--- config.mk ---
export PLATFORM = sky130hd
export DESIGN_NAME = psum_unpack
export DESIGN_NICKNAME = d
export VERILOG_FILES = /design/src/rtl/psum_pkg.sv /design/src/rtl/psum_lane_sel.sv /design/src/rtl/psum_unpack.sv
export SDC_FILE = /design/constraint.sdc
export NUM_CORES = 1
export LEC_CHECK = 0
export ABC_CLOCK_PERIOD_IN_PS = 1970
export BUFFER_PORTS_ARGS = -buffer_cell sky130_fd_sc_hd__buf_4
export CORE_ASPECT_RATIO = 0.9
export CORE_MARGIN = 5
export CORE_UTILIZATION = 53
export DETAILED_ROUTE_END_ITERATION = 10
export PLACE_DENSITY = 0.77
export SKIP_CTS_REPAIR_TIMING = 1
export SYNTH_ARGS = -nofsm -noshare
export SYNTH_HDL_FRONTEND = slang
export SYNTH_SLANG_ARGS = --single-unit
--- constraint.sdc ---
create_clock -name clk -period 1.97 [get_ports clk]
set_input_delay 0.394 -clock clk [delete_from_list [all_inputs] [get_ports clk]]
set_output_delay 0.394 -clock clk [all_outputs]
set_load 0.03 [all_outputs]
--- src/rtl/psum_pkg.sv ---
// Shared widths and FSM encoding for the partial-sum packing/unpacking pair.
package psum_pkg;
  localparam int DW    = 16;
  localparam int LANES = 4;
  localparam int PKD_W = DW * LANES;
  localparam int IDX_W = $clog2(LANES);

  typedef enum logic {
    IDLE = 1'b0,
    SEND = 1'b1
  } state_e;
endpackage

--- src/rtl/psum_lane_sel.sv ---
// Lane select mux: lane 0 sits in the most significant DW bits of the hold word.
module psum_lane_sel
  import psum_pkg::*;
#(
  parameter int DW    = psum_pkg::DW,
  parameter int LANES = psum_pkg::LANES,
  parameter int IDX_W = $clog2(LANES)
) (
  input  logic [DW*LANES-1:0] hold,
  input  logic [IDX_W-1:0]    idx,
  output logic [DW-1:0]       dout
);

  always_comb begin
    dout = '0;
    for (int i = 0; i < LANES; i++) begin
      if (idx == IDX_W'(i)) begin
        dout = hold[DW*LANES-1-DW*i -: DW];
      end else begin
        dout = dout;
      end
    end
  end

endmodule

--- src/rtl/psum_unpack.sv ---
// Splits a packed DW*LANES word into DW-wide lanes, lane 0 first, with valid/ready on both sides.
// Optional output dout_last is enabled by defining PSUM_UNPACK_LAST_EN.
module psum_unpack
  import psum_pkg::*;
#(
  parameter int DW    = psum_pkg::DW,
  parameter int LANES = psum_pkg::LANES
) (
  input  logic                       clk,
  input  logic                       rst_n,
  input  logic                       pkd_valid,
  output logic                       pkd_ready,
  input  logic [DW*LANES-1:0]        psum_pkd,
  output logic                       dout_valid,
  input  logic                       dout_ready,
  output logic [DW-1:0]              dout,
  output logic [$clog2(LANES)-1:0]   dout_idx,
`ifdef PSUM_UNPACK_LAST_EN
  output logic                       dout_last,
`endif
  output logic                       busy
);

  localparam int HW = DW * LANES;
  localparam int IW = $clog2(LANES);
  localparam logic [IW-1:0] LAST_IDX = IW'(LANES - 1);

  state_e        state_q, state_d;
  logic [IW-1:0] idx_q, idx_d;
  logic [HW-1:0] hold_q, hold_d;
  logic          last_lane;
  logic          xfer;

  assign last_lane = (idx_q == LAST_IDX);
  // A new word is only taken while idle or on the beat that drains the final lane.
  assign pkd_ready = (state_q == IDLE) ? 1'b1 : (last_lane && dout_ready);
  assign xfer      = pkd_valid && pkd_ready;

  always_comb begin
    state_d = state_q;
    idx_d   = idx_q;
    hold_d  = hold_q;
    case (state_q)
      IDLE: begin
        if (xfer) begin
          hold_d  = psum_pkd;
          idx_d   = '0;
          state_d = SEND;
        end else begin
          state_d = IDLE;
        end
      end
      SEND: begin
        if (dout_ready && last_lane) begin
          idx_d = '0;
          if (xfer) begin
            hold_d  = psum_pkd;
            state_d = SEND;
          end else begin
            state_d = IDLE;
          end
        end else if (dout_ready) begin
          idx_d = idx_q + IW'(1);
        end else begin
          idx_d = idx_q;
        end
      end
      default: begin
        state_d = IDLE;
        idx_d   = '0;
      end
    endcase
  end

  always_ff @(posedge clk) begin
    if (!rst_n) begin
      state_q <= IDLE;
      idx_q   <= '0;
      hold_q  <= '0;
    end else begin
      state_q <= state_d;
      idx_q   <= idx_d;
      hold_q  <= hold_d;
    end
  end

  psum_lane_sel #(
    .DW    (DW),
    .LANES (LANES),
    .IDX_W (IW)
  ) u_lane_sel (
    .hold (hold_q),
    .idx  (idx_q),
    .dout (dout)
  );

  assign dout_valid = (state_q == SEND);
  assign dout_idx   = idx_q;
  assign busy       = (state_q == SEND);
`ifdef PSUM_UNPACK_LAST_EN
  assign dout_last  = (state_q == SEND) && last_lane;
`endif

endmodule

==> implementation parameters <==
Parameter                              Value

GRT
  Global-route usage over all layers    22.7%
  Aggregate global routing overflow    0
  Vias in the first global route    2959
  Largest net degree at the start of global routing    74
  Number of antenna violations at the first check in global routing    0
  First-pass GRT wire length    14300 um

Logic synthesis
  Number of nets produced by synthesis    478
  Share of flip-flops with an asynchronous set or reset    0%
  Distinct cell type count of the synthesized netlist    20
  Number of synthesized flops with an enable pin    0
  Syn Inst Count    406
  Yosys warning count    0
  Summed instance area of the synthesized netlist    3360 um2
  Predominant post-synthesis flop cell    sky130_fd_sc_hd__dfxtp_1
  Per-instance average area after synthesis    8.28 um2
  Fraction of the yosys area taken by sequential cells    39.9%
  Number of storage elements in the synthesis netlist    67

Routing
  DR WL met2    4650 um
  Iteration-0 DRC Markers    313
  Average wire per standard cell    17.0 um
  Top layer used by detailed routing    met4
  Routed via count divided by cell count    5.32
  Detailed-routing iteration count for the pre-antenna-repair pass    5
  Wl on met1    4160 um
  Remaining DRCs    0
  Post-DRT Antenna Nets    0
  Met3 wire length    758 um
  Wirelength, routed    9800 um
  Total number of vias    3075

Placement
  Detailed placement HPWL    6440 um
  Pre-CTS setup slack    -0.116 ns
  Placed instance area    4030 um2
  Final weighted congestion in routability-driven placement    0.844
  Buffers added on ports    88

Cells and area
  Final #Nets    558
  Total inserted antenna cells    0
  Seq. cell area    1350 um2
  Proportion of layout cells with a drive suffix above 1    30.3%
  Multi-input combinational cell area    1880 um2
  Syn-to-layout area delta    37.2%
  Number of fill cells in the layout    460
  Area of all placed cells without fillers    4610 um2

Floorplan
  Y dimension of the die    85.6 um
  I/O pin total    89
  Horizontal extent of the die    94.0 um
  Site Rows    27
  Area of the die    8040 um2
  Starting density of the core    54.7%
  Placeable Area    6150 um2

Setup path
  Family with the most delay on the worst path    compound AO/OA/AOI/OAI gates
  Most common cell type on the critical path    sky130_fd_sc_hd__buf_6
  Element type at the critical path start    register
  Crit Path Max Fanout    8
  Max incr delay on CP    0.36 ns
  Type of the worst setup path    reg2out
  CP bufs+invs    3
  Cell with the largest stage delay on the worst path    sky130_fd_sc_hd__dfxtp_4
  Crit path cell chain    buf_6 > ha_4 > clkbuf_16 > a21oi_1 > o21ai_1 > a22o_1 > buf_6
  Required time of the critical path    1.58 ns
  Kind of end point of the critical path    output pin
  WP data arrival    1.81 ns

Timing
  Endpoints failing setup    16
  Worst Slack Setup Final    -0.231 ns
  Post-route clock period utilization    112%
  Tightest slew margin relative to the limit    69.1%
  Final Hold Fails    0
  Clock period minus worst slack    2.20 ns
  Clock skew    0.00781 ns
  Measured slew at the worst slew-check pin    0.463 ns
  Setup total negative slack    -2.96 ns
  RSZ-0062 raised after global routing    yes
  Worst hold margin    0.278 ns
  Highest attainable clock frequency    0.454 GHz
  Pins over their slew limit    0

CTS
  CTS sink cnt    67
  Clock root cell    sky130_fd_sc_hd__clkbuf_8
  Number of H-tree levels    3
  Register clock-pin slew on the reported worst setup and hold paths    0.07 ns
  Insertion delay to the later sink of the worst-skew pair    0.35 ns
  Clock tree from TritonCTS    built
  Number of buffers on the longest clock path    2
  Number of buffers added by the clock tree synthesis step    9

Status
  Run status    finished, violations left
  Failing checks    setup timing

Pwr
  Total design power    3.44 mW
  Pwr/cell area    746 nW/um2
  Worst ir drop on vdd    0.458 mV
  Cell leakage power    1.98 nW

Job
  Max Cap Viol    0

Hold path
  Min-Delay Path Class    in2reg
[final timing paths]
| path | from | endpoint | slack, ns | depth (start not counted) |
|---|---|---|---|---|
| max | dout_idx[0]$_SDFFE_PN0P_ | dout[11] | -0.23 | 7 |
| min | pkd_valid | busy$_SDFF_PN0_ | 0.28 | 2 |
| max reg2reg | dout_idx[0]$_SDFFE_PN0P_ | hold_q[30]$_SDFFE_PN0P_ | 0.29 | 6 |
| min reg2reg | hold_q[59]$_SDFFE_PN0P_ | hold_q[59]$_SDFFE_PN0P_ | 0.46 | 2 |
[area by class of cell]
| cell class | instances | area share (%) |
|---|---|---|
| flip-flops and latches | 67 | 29.2 |
| well taps | 87 | 2.36 |
| inverters | 19 | 1.55 |
| clock inverters | 6 | 1.93 |
| clock buffers | 10 | 2.98 |
| repair buffers | 104 | 21.2 |
| multi-input cells | 285 | 40.7 |
[placed cells by master, fill, tap and decap left out, types with 2 or more instances in the layout]
master / n
sky130_fd_sc_hd__a21oi_4: 10
sky130_fd_sc_hd__a21oi_2: 5
sky130_fd_sc_hd__a21oi_1: 17
sky130_fd_sc_hd__inv_2: 2
sky130_fd_sc_hd__o21ai_1: 12
sky130_fd_sc_hd__buf_12: 6
sky130_fd_sc_hd__dfxtp_1: 65
sky130_fd_sc_hd__mux2i_1: 65
sky130_fd_sc_hd__ha_4: 3
sky130_fd_sc_hd__clkbuf_16: 3
sky130_fd_sc_hd__nand2_1: 145
sky130_fd_sc_hd__clkinvlp_4: 2
sky130_fd_sc_hd__clkbuf_8: 10
sky130_fd_sc_hd__bufinv_16: 2
sky130_fd_sc_hd__a22o_1: 16
sky130_fd_sc_hd__buf_4: 76
sky130_fd_sc_hd__buf_6: 19
sky130_fd_sc_hd__inv_1: 17
sky130_fd_sc_hd__o21ai_2: 4
[through the flow]
stage | util, % | instances
after floorplan | - | 406
after global placement | 65.5 | 556
after detailed placement | 65.5 | 556
after CTS | 69.2 | 572
after global routing | 75.0 | 578
final | 75.0 | 578
[per-layer routing]
metal  global-route usage, %  vias to the layer above
met4                    9.45                        0
li1                        -                     1498
met2                    35.5                      134
met1                    29.0                     1424
met5                       0                        -
met3                    7.11                       19
[cell usage after synthesis (4+ instances only)]
master | instances | area, um2
sky130_fd_sc_hd__a21oi_1 | 32 | 160
sky130_fd_sc_hd__a22o_1 | 16 | 140
sky130_fd_sc_hd__buf_12 | 7 | 140
sky130_fd_sc_hd__buf_2 | 4 | 20.0
sky130_fd_sc_hd__clkbuf_1 | 22 | 82.6
sky130_fd_sc_hd__dfxtp_1 | 67 | 1340
sky130_fd_sc_hd__ha_1 | 4 | 50.1
sky130_fd_sc_hd__inv_1 | 19 | 71.3
sky130_fd_sc_hd__mux2i_1 | 65 | 651
sky130_fd_sc_hd__nand2_1 | 145 | 544
sky130_fd_sc_hd__o21ai_1 | 16 | 80.1
[flip-flops by register name, indices dropped and copies added, names as in the netlist]
name and cells:
dout_idx 2, busy 1, hold_q 64
[report_power, final]
| group | total (mW) | internal (mW) | switching (mW) | leakage [nW] |
|---|---|---|---|---|
| clock | 1.29 | 0.746 | 0.545 | 0.108 |
| combinational | 0.643 | 0.316 | 0.327 | 1.32 |
| sequential | 1.51 | 1.44 | 0.0661 | 0.552 |
| total | 3.44 | 2.50 | 0.939 | 1.98 |
[cells by family (layout without fill, tap and decap cells)]
logic type	Yosys count	count (layout)	synth area share (%)
simple gates	148	148	16.8
compound gates	68	68	12.6
flops	67	67	39.9
mux	65	65	19.4
buf+inv	54	139	9.90
fa+ha+maj	4	4	1.49
No activity file was read; power rests on OpenSTA's default activity.
